[config.mk]
export PLATFORM = sky130hd
export DESIGN_NAME = regfile_wb_arbiter
export DESIGN_NICKNAME = d
export VERILOG_FILES = /design/src/rtl/regfile_pkg.sv /design/src/rtl/wb_slot.sv /design/src/rtl/regfile_wb_arbiter.sv
export SDC_FILE = /design/constraint.sdc
export NUM_CORES = 1
export LEC_CHECK = 0
export CELL_PAD_IN_SITES_DETAIL_PLACEMENT = 0
export CELL_PAD_IN_SITES_GLOBAL_PLACEMENT = 1
export CORE_MARGIN = 2
export CORE_UTILIZATION = 30
export DETAILED_ROUTE_END_ITERATION = 12
export PLACE_DENSITY_LB_ADDON = 0.15
export SETUP_SLACK_MARGIN = 0.5
export SLEW_MARGIN = 0
export SYNTH_ARGS = -nofsm -noshare
export SYNTH_HDL_FRONTEND = slang
export SYNTH_SLANG_ARGS = --single-unit
[constraint.sdc]
create_clock -name clk -period 2.55 [get_ports clk]
set_input_delay 0.51 -clock clk [delete_from_list [all_inputs] [get_ports clk]]
set_output_delay 0.51 -clock clk [all_outputs]
set_load 0.01 [all_outputs]
[src/rtl/regfile_pkg.sv]
// Shared register-file constants and the index-to-onehot decoder used by
// the writeback arbiter and the regfile write-enable decode.
package regfile_pkg;

    localparam int WIDTH   = 32;
    localparam int KEY_LEN = 5;
    localparam int REGNUM  = 32;

    function automatic logic [REGNUM-1:0] onehot(input logic [KEY_LEN-1:0] idx);
        logic [REGNUM-1:0] vec;
        vec      = {REGNUM{1'b0}};
        vec[idx] = 1'b1;
        return vec;
    endfunction

endpackage

[src/rtl/wb_slot.sv]
// One-entry writeback holding register: flush discards, load wins over drain
// so a slot drained and refilled in the same cycle stays valid.
module wb_slot
    import regfile_pkg::*;
#(
    parameter int SLOT_WIDTH   = WIDTH,
    parameter int SLOT_KEY_LEN = KEY_LEN
) (
    input  logic                    clk,
    input  logic                    rst,
    input  logic                    flush_i,
    input  logic                    load_i,
    input  logic                    drain_i,
    input  logic [SLOT_KEY_LEN-1:0] addr_i,
    input  logic [SLOT_WIDTH-1:0]   data_i,
    output logic                    valid_o,
    output logic [SLOT_KEY_LEN-1:0] addr_o,
    output logic [SLOT_WIDTH-1:0]   data_o
);

    logic                    valid_q, valid_d;
    logic [SLOT_KEY_LEN-1:0] addr_q, addr_d;
    logic [SLOT_WIDTH-1:0]   data_q, data_d;

    // Next-state selection for the slot contents.
    always_comb begin
        valid_d = valid_q;
        addr_d  = addr_q;
        data_d  = data_q;
        if (flush_i) begin
            valid_d = 1'b0;
        end else if (load_i) begin
            valid_d = 1'b1;
            addr_d  = addr_i;
            data_d  = data_i;
        end else if (drain_i) begin
            valid_d = 1'b0;
        end else begin
            valid_d = valid_q;
        end
    end

    // Slot state register.
    always_ff @(posedge clk or posedge rst) begin
        if (rst) begin
            valid_q <= 1'b0;
            addr_q  <= {SLOT_KEY_LEN{1'b0}};
            data_q  <= {SLOT_WIDTH{1'b0}};
        end else begin
            valid_q <= valid_d;
            addr_q  <= addr_d;
            data_q  <= data_d;
        end
    end

    assign valid_o = valid_q;
    assign addr_o  = addr_q;
    assign data_o  = data_q;

endmodule

[src/rtl/regfile_wb_arbiter.sv]
// Round-robin arbiter sharing the regfile write port between the EXU (slot 0)
// and LSU (slot 1) writeback slots; also exports the pending-write mask.
module regfile_wb_arbiter
    import regfile_pkg::*;
(
    input  logic               clk,
    input  logic               rst,
    input  logic               flush,
    input  logic               req0_valid,
    output logic               req0_ready,
    input  logic [KEY_LEN-1:0] req0_addr,
    input  logic [WIDTH-1:0]   req0_data,
    input  logic               req1_valid,
    output logic               req1_ready,
    input  logic [KEY_LEN-1:0] req1_addr,
    input  logic [WIDTH-1:0]   req1_data,
    output logic [KEY_LEN-1:0] writereg,
    output logic [WIDTH-1:0]   data,
    output logic               writeEn,
    output logic [REGNUM-1:0]  pending,
    output logic [1:0]         grant
);

    logic               v0_s, v1_s;
    logic [KEY_LEN-1:0] a0_s, a1_s;
    logic [WIDTH-1:0]   d0_s, d1_s;
    logic [1:0]         grant_s;
    logic               last_q, last_d;
    logic [KEY_LEN-1:0] wreg_s;
    logic [WIDTH-1:0]   wdata_s;
    logic [REGNUM-1:0]  pending_s;
    logic               load0_s, load1_s;

    // Ready depends only on slot state, grant and flush, never on valid.
    assign req0_ready = !rst && !flush && (!v0_s || grant_s[0]);
    assign req1_ready = !rst && !flush && (!v1_s || grant_s[1]);
    assign load0_s    = req0_valid && req0_ready;
    assign load1_s    = req1_valid && req1_ready;

    wb_slot u_slot0 (
        .clk     (clk),
        .rst     (rst),
        .flush_i (flush),
        .load_i  (load0_s),
        .drain_i (grant_s[0]),
        .addr_i  (req0_addr),
        .data_i  (req0_data),
        .valid_o (v0_s),
        .addr_o  (a0_s),
        .data_o  (d0_s)
    );

    wb_slot u_slot1 (
        .clk     (clk),
        .rst     (rst),
        .flush_i (flush),
        .load_i  (load1_s),
        .drain_i (grant_s[1]),
        .addr_i  (req1_addr),
        .data_i  (req1_data),
        .valid_o (v1_s),
        .addr_o  (a1_s),
        .data_o  (d1_s)
    );

    // Round-robin grant: under contention the slot not granted last wins.
    always_comb begin
        case ({v1_s, v0_s})
            2'b01:   grant_s = 2'b01;
            2'b10:   grant_s = 2'b10;
            2'b11:   grant_s = last_q ? 2'b01 : 2'b10;
            default: grant_s = 2'b00;
        endcase
    end

    // Round-robin pointer next state.
    always_comb begin
        if (grant_s != 2'b00) begin
            last_d = grant_s[1];
        end else begin
            last_d = last_q;
        end
    end

    // Round-robin pointer; resets to 1 so slot 0 wins the first tie.
    always_ff @(posedge clk or posedge rst) begin
        if (rst) begin
            last_q <= 1'b1;
        end else begin
            last_q <= last_d;
        end
    end

    // Write-port mux from the granted slot.
    always_comb begin
        wreg_s  = {KEY_LEN{1'b0}};
        wdata_s = {WIDTH{1'b0}};
        case (grant_s)
            2'b01: begin
                wreg_s  = a0_s;
                wdata_s = d0_s;
            end
            2'b10: begin
                wreg_s  = a1_s;
                wdata_s = d1_s;
            end
            default: begin
                wreg_s  = {KEY_LEN{1'b0}};
                wdata_s = {WIDTH{1'b0}};
            end
        endcase
    end

    // Pending mask over valid slots; x0 is never reported as pending.
    always_comb begin
        pending_s = {REGNUM{1'b0}};
        if (v0_s) begin
            pending_s = pending_s | onehot(a0_s);
        end else begin
            pending_s = pending_s;
        end
        if (v1_s) begin
            pending_s = pending_s | onehot(a1_s);
        end else begin
            pending_s = pending_s;
        end
        pending_s[0] = 1'b0;
    end

    assign grant    = grant_s;
    assign writereg = wreg_s;
    assign data     = wdata_s;
    assign writeEn  = (grant_s != 2'b00) && (wreg_s != {KEY_LEN{1'b0}});
    assign pending  = pending_s;

endmodule
# After elaboration in Yosys (flattened, before gate mapping)
# Index checks and enable logic that the tools add are counted.
[word_totals]
reg_bits = 77
output_inout_bits = 74
wordCells = 54
input_bits = 79
[op_classes]
muxes = 16
n_bitwise = 2
n_reduce_logical = 20
n_lt_le_gt_ge = 4
eq_ne = 5
[ops]
columns = ["op", "count"]
rows = [
  ["two-way mux 32 bit", 2],
  ["case mux 32 bit (2 select lines)", 1],
  ["OR 32 bit", 1],
  ["< comparator 5 x 6 -> 1 bit, second input constant", 2],
  ["demux 1 bit (select 5 bit)", 2],
  ["greater-or-equal comparator 5 x 1 -> 1 bit, second input constant", 2],
  ["case mux 5 bit (2 select lines)", 1],
  ["logical AND 1 bit", 8],
  ["two-way mux 1 bit", 8],
  ["== test 2 bit, second input constant", 3],
  ["case mux 2 bit (3 select lines)", 1],
  ["nonzero test 3 bit", 2],
  ["nonzero test 5 bit", 1],
  ["== test 2 x 1 -> 1 bit, second input constant", 2],
  ["zero test 1 bit", 4],
  ["AND reduction 2 bit", 2],
  ["logical OR 1 bit", 2],
  ["two-way mux 2 bit", 1],
  ["nonzero test 2 bit", 1],
  ["inverter 1 bit", 1],
]

# Depth between registers and ports, before layout
# Gate-level depths: netlist (run 1).
[logic_depth]
word_depth = 7
ltp_mapped = 6
depth_no_buf = 3

# Modules after synthesis
# Synthesis (run 1) repeated with hierarchy kept, for this count alone.
[hier_totals]
hier_cells = 374
area_unflattened_um2 = 4290.4
[modules_own_cells]
columns = ["mod", "area_per_inst_um2", "seq_area_each_um2", "cells_per_inst", "instances"]
rows = [
  ["wb_slot", 1592.8, 950.9, 84, 2],
  ["regfile_wb_arbiter", 1104.8, 26.3, 206, 1],
]

# Worst setup path after synthesis (run 1)
# Ideal clock, no wire load.
[synth_path]
path_type = "flip-flop to output port"
from = "reg last_q"
to = "out data[13]"
t_arrival_ps = 1360
slack_ps = 680
path_stages_with_launch = 6
n_path_buf = 2
required_time_ps = 2040
cell_sequence = "dfstp_2 nand2b_1 and2_1 buf_2 buf_2 a22o_1"
[synth_via]
elab_chain_cells = 4
elab_cells_between_ends = 5
cone_classes = "eq/ne: 2; mux: 3"
[synth_rtl]
columns = ["element", "line_no", "text"]
rows = [
  ["start, declared", "regfile_wb_arbiter.sv:28", "logic last_q, last_d;"],
  ["start signal, assigned", "regfile_wb_arbiter.sv:90", "last_q <= last_d;"],
  ["two-way mux 2 bit *", "regfile_wb_arbiter.sv:71", "2'b11: grant_s = last_q ? 2'b01 : 2'b10;"],
  ["case mux 2 bit (3 select lines) *", "regfile_wb_arbiter.sv:68", "case ({v1_s, v0_s})"],
  ["named net u_slot0.drain_i", "wb_slot.sv:13", "input logic drain_i,"],
  ["== test 2 bit or == test 2 x 1 -> 1 bit (tied branches)", "regfile_wb_arbiter.sv:98", "case (grant_s)"],
  ["case mux 32 bit (2 select lines) *", "regfile_wb_arbiter.sv:98", ""],
  ["end, declared", "regfile_wb_arbiter.sv:18", "output logic [WIDTH-1:0] data,"],
]
# The timed path passes the listed nets; every way through them passes the cells marked *.

# Worst setup path after layout (run 1)
[layout_path]
from = "reg last_q"
to = "out writeEn"
[layout_via]
elab_chain_cells = 6
elab_cells_between_ends = 8
cone_classes = "eq/ne: 2; mux: 3; reduce/logical: 3"
[layout_rtl]
columns = ["element", "line_no", "text"]
rows = [
  ["two-way mux 2 bit *", "regfile_wb_arbiter.sv:71", ""],
  ["case mux 2 bit (3 select lines) *", "regfile_wb_arbiter.sv:68", ""],
  ["== test 2 bit or == test 2 x 1 -> 1 bit (tied branches)", "regfile_wb_arbiter.sv:98", ""],
  ["case mux 5 bit (2 select lines)", "regfile_wb_arbiter.sv:98", ""],
  ["nonzero test 5 bit", "regfile_wb_arbiter.sv:133", "assign writeEn = (grant_s != 2'b00) && (wreg_s != {KEY_LEN{1'b0}});"],
  ["logical AND 1 bit *", "regfile_wb_arbiter.sv:133", ""],
  ["end, declared", "regfile_wb_arbiter.sv:19", "output logic writeEn,"],
]
# Mark *: on every way between the ends. The rest lies on a longest branch, timed or not.

==> flow_metrics.env, run 1 <==
export IMPL_htree_levels=3
export IMPL_p_per_area_nw_per_um2=599.4
export IMPL_num_vias=3462
export IMPL_drive_gt1_frac=0.5849
export IMPL_setup_tns_ns=0
export IMPL_first_iter_violations=142
export IMPL_die_h_um=116.8
export IMPL_io_pins=153
export IMPL_vdd_drop_max_uv=304.5
export IMPL_setup_violations=0
export IMPL_slew_viol_final=0
export IMPL_synth_top_area_frac=0.4979
export IMPL_max_cap_viol_count=0
export IMPL_start_util=0.3052
export IMPL_hold_depth=1
export IMPL_post_route_min_period_ns=2.288
export IMPL_dpl_worst_slack_ns=0.1210
export IMPL_finalNetCount=604
export IMPL_diodes=0
export IMPL_critPathMaxStageDelay_ns=0.54
export IMPL_drc=0
export IMPL_grt_max_degree=78
export IMPL_synthTopCellsByCount="dfrtp_1 (76), mux2_2 (55), a22o_1 (34), o22ai_1 (31), mux2_4 (19)"
export IMPL_hp_class="register to register"
export IMPL_coreArea_um2=12520
export IMPL_setup_slack_ns=0.2618
export IMPL_synth_warnings=0
export IMPL_path_max_fanout=6
export IMPL_syn_inst=298
export IMPL_clock_sinks=77
export IMPL_period_share=0.8974
export IMPL_cts_root_buffer="clkbuf_16"
export IMPL_synth_area_top_cells="dfrtp_1 (50%), mux2_2 (16%), a22o_1 (7.8%)"
export IMPL_place_gp_congestion=0.7861
export IMPL_antenna_found_initial=0
export IMPL_multi_input_area_um2=2007
export IMPL_die_w_um=116.8
export IMPL_synth_edf_count=0
export IMPL_grt_usage=0.1877
export IMPL_crit_required_ns=2.04
export IMPL_cts_path_max_buffers=2
export IMPL_synth_yosys_seq_area_share=0.5047
export IMPL_startpoint_type="register"
export IMPL_grt_pass1_wl_um=19180
export IMPL_synth_nets=377
export IMPL_synthToLayoutAreaGrowth_pct=76.65
export IMPL_yosysMostFrequentCell="dfrtp_1"
export IMPL_wire_per_inst_um=19.65
export IMPL_leakage_nw=3.034
export IMPL_synth_flop_cell="dfrtp_1"
export IMPL_path_common_cell="buf_12"
export IMPL_dr_pass1_iters=4
export IMPL_arrival_ns=1.78
export IMPL_r2r_slack_ns=0.48
export IMPL_rows=41
export IMPL_die_area_um2=13650
export IMPL_synth_top_area_cell="dfrtp_1"
export IMPL_ys_seq_elements=77
export IMPL_skew_ns=0.004121
export IMPL_clkLatencyLatePin_ns=0.35
export IMPL_ys_types=27
export IMPL_final_seq_area_um2=1938
export IMPL_fmax_mhz=437.0
export IMPL_hold_violations=0
export IMPL_ant_nets=0
export IMPL_path_cells="buf_6 > a21boi_4 > buf_12 > buf_12 > a32oi_4 > nand4_1 > buf_2"
export IMPL_synth_area_um2=3820
export IMPL_cts_made_buffers=9
export IMPL_wl_um=13800
export IMPL_grt_pass1_vias=3579
export IMPL_cts_tree="done"
export IMPL_portBuffers=151
export IMPL_critical_path_class="register to output port"
export IMPL_clkSlewWorstSetupHoldPaths_ns=0.06
export IMPL_endpoint_kind="output port"
export IMPL_synth_avg_cell_area_um2=12.82
export IMPL_worst_path_max_delay_cell="dfstp_2"
export IMPL_r2r_cells=9
export IMPL_status="completed"
export IMPL_hpwl_um=7672
export IMPL_synthArstFlopShare=1.000
export IMPL_hold_buffers=0
export IMPL_fillers=1150
export IMPL_overflow=0
export IMPL_rsz0062_at_grt="yes"
export IMPL_via_per_inst=4.932
-- worst paths after layout --
path	startpoint	endpoint
max	last_q	writeEn
min in group asynchronous	rst	u_slot0.data_o[29]
min reg2reg	u_slot1.data_o[20]	u_slot1.data_o[20]
max reg2reg	last_q	u_slot0.data_o[15]
min	u_slot1.data_o[20]	u_slot1.data_o[20]
max in group asynchronous	rst	u_slot0.data_o[9]
-- cells in the final DEF, fill, tap and decap left out, types with 2 or more instances in the layout --
cell / n
a21oi_1: 2
a22o_1: 34
or3b_4: 5
buf_16: 2
clkbuf_2: 5
buf_12: 11
clkdlybuf4s50_1: 78
or2_2: 2
clkbuf_16: 14
buf_4: 54
dfrtp_1: 68
buf_2: 59
o22ai_2: 21
nand2_1: 2
nand2_2: 2
nand3_1: 2
nand3_2: 2
dfrtp_2: 8
mux2_4: 23
inv_1: 3
bufinv_16: 2
buf_6: 29
or3_4: 2
clkbuf_1: 3
o22ai_1: 8
a32oi_2: 3
nor2_1: 4
nand3b_1: 11
nand3_4: 2
mux2_2: 51
clkinvlp_4: 2
o22ai_4: 2
-- layer usage --
| metal | wire length [um] | part of all wire | track usage | vias to the layer above |
|---|---|---|---|---|
| met5 | 0 | 0 | 0 | - |
| met4 | 233 | 0.017 | 0.08627 | 0 |
| met3 | 753 | 0.055 | 0.04583 | 16 |
| met2 | 7048 | 0.51 | 0.3202 | 112 |
| met1 | 5759 | 0.42 | 0.2242 | 1756 |
| li1 | - | - | - | 1578 |
-- cells by family (layout without fill, tap and decap cells) --
kind of cell | Yosys count | in the layout | synth area share
AO/OA/AOI/OAI | 74 | 74 | 0.1477
other | 1 | 1 | 0.0009817
multiplexers | 74 | 74 | 0.2368
AND/OR/NAND/NOR | 39 | 39 | 0.06289
buffers and inverters | 33 | 265 | 0.04684
flip-flops | 77 | 77 | 0.5047
-- registers in the layout, summed over array words and instances (netlist names) --
register	cells
u_slot0.addr_o	5
u_slot1.data_o	32
u_slot0.valid_o	1
u_slot1.valid_o	1
u_slot1.addr_o	5
last_q	1
u_slot0.data_o	32
-- per-stage QoR --
step	util	instance area (um2)	hold WS (ns)	power, W	instances
floorplan	-	3824	0.4797	0.002064	298
global placement	0.4492	5623	0.4884	0.002418	611
detailed placement	0.4492	5623	0.4942	0.002441	611
CTS	0.5074	6351	0.5074	0.003975	682
global route	0.5391	6748	0.5196	0.004227	702
finish	0.5391	6748	0.5050	0.004045	702
-- where the power goes --
group / total [W] / switching [W] / internal, W
logic: 0.00108 / 0.000413 / 0.000664
registers: 0.00160 / 0.000144 / 0.00146
clock network: 0.00136 / 0.000507 / 0.000856
-- layout make-up --
cell class | instances | share of cell area
Clock buffer | 12 | 0.03505
Inverter | 4 | 0.002781
Clock inverter | 4 | 0.01075
Multi-Input combinational cell | 188 | 0.2974
Tap cell | 172 | 0.03189
Timing Repair Buffer | 245 | 0.3349
Sequential cell | 77 | 0.2872
-- worst max-delay path, delay by kind of cell, from the launching register on --
kind	cells	cell delay, ns
DFF	1	0.54
buffers and inverters	4	0.54
AOI/OAI and AO/OA	2	0.22
and+or+nand+nor	1	0.14
-- timing repair --
action | CTS | global route
gates cloned | 2 | 7
setup buffers | 53 | 13
pin swaps | 32 | 28
hold endpoints to repair | 0 | 0
endpoints found under the setup margin | 73 | 111
resized for setup | 326 | 56
(Power assumes the default switching activity.)
==> inputs of run 2 (changes only) <==
- SLEW_MARGIN: 0 -> 20
==> results of run 2 <==
The final DEF is identical to that of run 1; final timing and power are the same.
==> inputs of run 3 (changes only) <==
--- a/config.mk
+++ b/config.mk
@@ -12,2 +12,4 @@
 export DETAILED_ROUTE_END_ITERATION = 12
+export GPL_ROUTABILITY_DRIVEN = 1
+export MAX_ROUTING_LAYER = met4
 export PLACE_DENSITY_LB_ADDON = 0.15
==> constraint.sdc (replaced) <==
create_clock -name clk -period 2.55 [get_ports clk]
set_input_delay 0.6375 -clock clk [delete_from_list [all_inputs] [get_ports clk]]
set_output_delay 0.6375 -clock clk [all_outputs]
set_load 0.01 [all_outputs]
==> flow_metrics.env, run 3 (synthesis results as in run 1) <==
export IMPL_vdd_drop_max_uv=310.2
export IMPL_htree_levels=3
export IMPL_diodes=0
export IMPL_clkSlewWorstSetupHoldPaths_ns=0.06
export IMPL_reg2reg_from="last_q"
export IMPL_place_gp_congestion=0.7828
export IMPL_r2r_slack_ns=0.53
export IMPL_period_share=0.9391
export IMPL_cts_made_buffers=9
export IMPL_final_cell_mix="clkdlybuf4s50_1 (76), dfrtp_1 (73), buf_2 (65)"
export IMPL_dr_pass1_iters=4
export IMPL_startpoint_type="register"
export IMPL_grt_max_degree=78
export IMPL_ant_nets=0
export IMPL_antenna_found_initial=0
export IMPL_grt_pass1_wl_um=19020
export IMPL_postPlaceCellArea_um2=5688
export IMPL_pwr_share_comb=0.291
export IMPL_hold_slack_ns=0.5042
export IMPL_fin_util=0.5433
export IMPL_hold_end="u_slot0.data_o[7]"
export IMPL_die_w_um=116.8
export IMPL_hold_violations=0
export IMPL_grt_pass1_vias=3660
export IMPL_clkLatencyLatePin_ns=0.33
export IMPL_start_util=0.3052
export IMPL_synthToLayoutAreaGrowth_pct=78.02
export IMPL_hold_depth=1
export IMPL_post_route_min_period_ns=2.395
export IMPL_overflow=0
export IMPL_fmax_mhz=417.6
export IMPL_cts_root_buffer="clkbuf_16"
export IMPL_cts_path_max_buffers=2
export IMPL_hp_class="register to register"
export IMPL_wl_um=13070
export IMPL_io_pins=153
export IMPL_power_share_sequential=0.407
export IMPL_drc=0
export IMPL_sw_frac_of_total=0.2706
export IMPL_clock_power_share=0.302
export IMPL_p_switching_w=0.001054
export IMPL_num_vias=3489
export IMPL_grt_usage=0.1876
export IMPL_slew_viol_final=0
export IMPL_path_max_fanout=3
export IMPL_wire_per_inst_um=18.43
export IMPL_p_int_w=0.002842
export IMPL_hp_start="u_slot0.data_o[7]"
export IMPL_rows=41
export IMPL_endpoint_kind="output port"
export IMPL_rsz0062_at_grt="yes"
export IMPL_design_area_um2=6800
export IMPL_post_place_cells=618
export IMPL_cts_tree="done"
export IMPL_r2r_cells=8
export IMPL_r2r_end="u_slot1.addr_o[4]"
export IMPL_setup_violations=0
export IMPL_skew_ns=0.004892
export IMPL_crit_required_ns=1.91
export IMPL_portBuffers=151
export IMPL_finalNonFillerCells=709
export IMPL_via_per_inst=4.921
export IMPL_max_cap_viol_count=0
export IMPL_die_area_um2=13650
export IMPL_finalNetCount=611
export IMPL_setup_tns_ns=0
export IMPL_coreArea_um2=12520
export IMPL_arrival_ns=1.76
export IMPL_leakage_nw=3.056
export IMPL_die_h_um=116.8
export IMPL_clock_sinks=77
export IMPL_hpwl_um=7838
export IMPL_critical_path_class="register to output port"
export IMPL_drive_gt1_frac=0.5940
export IMPL_p_per_area_nw_per_um2=573.0
export IMPL_status="completed"
export IMPL_first_iter_violations=153
export IMPL_layout_commonest_cell="clkdlybuf4s50_1"
run 3: cell type report:
type / instances / area [um2]
sequential: 77 / 1932
fill: 1121 / 5717
inverter: 4 / 18.77
tap: 172 / 215.2
timing repair buffer: 252 / 2321
multi-input combinational: 188 / 2042
clock buffer: 13 / 250.2
clock inverter: 3 / 21.27
run 3: worst max-delay path by stage:
stage / start / end / slack (ns) / cells past startpoint
2_1_floorplan: last_q / data[13] / 0.55 / 5
5_1_grt: last_q / data[1] / 0.1 / 7
6_report: last_q / data[1] / 0.16 / 7
3_5_place_dp: rst / req1_ready / -0.15 / 3
3_3_place_gp: rst / req1_ready / -0.10 / 3
4_1_cts: last_q / data[17] / 0.08 / 6
run 3: critical path: stages, from the launching register on:
cell	delay [ns]
dfstp_2	0.57
a21boi_4	0.07
buf_6	0.12
buf_16	0.12
buf_6	0.11
buf_6	0.11
a22o_1	0.20
buf_2	0.14
run 3: what timing repair did:
item                                    4_1_cts  5_1_grt
pin swaps                                    28       28
buffers inserted                             51       17
hold buffers                                  0        0
endpoints found under the setup margin       89       72
resized for setup                           331       62
cloned                                        3        4
run 3: power by group through the flow:
stage | logic [W] | clock network, W | registers [W]
6_report | 0.00113 | 0.00118 | 0.00159
5_1_grt | 0.00121 | 0.00127 | 0.00161
4_1_cts | 0.00103 | 0.00122 | 0.00159
3_5_place_dp | 0.000853 | 0 | 0.00161
3_3_place_gp | 0.000841 | 0 | 0.00160
2_1_floorplan | 0.000497 | 0 | 0.00157
run 3: per-layer routing:
| metal | track usage | wire [um] | vias to the layer above |
|---|---|---|---|
| met5 | - | 0 | - |
| met4 | 0.05882 | 172 | 0 |
| met3 | 0.04531 | 882 | 20 |
| met2 | 0.3171 | 6718 | 125 |
| met1 | 0.2216 | 5294 | 1749 |
| li1 | - | - | 1595 |
run 3: stage by stage:
step / power [W] / setup WS, ns
after floorplan: 0.002064 / 0.5522
after global placement: 0.002444 / -0.1021
after detailed placement: 0.002465 / -0.1470
after CTS: 0.003838 / 0.07968
after global routing: 0.004094 / 0.09983
final: 0.003897 / 0.1552
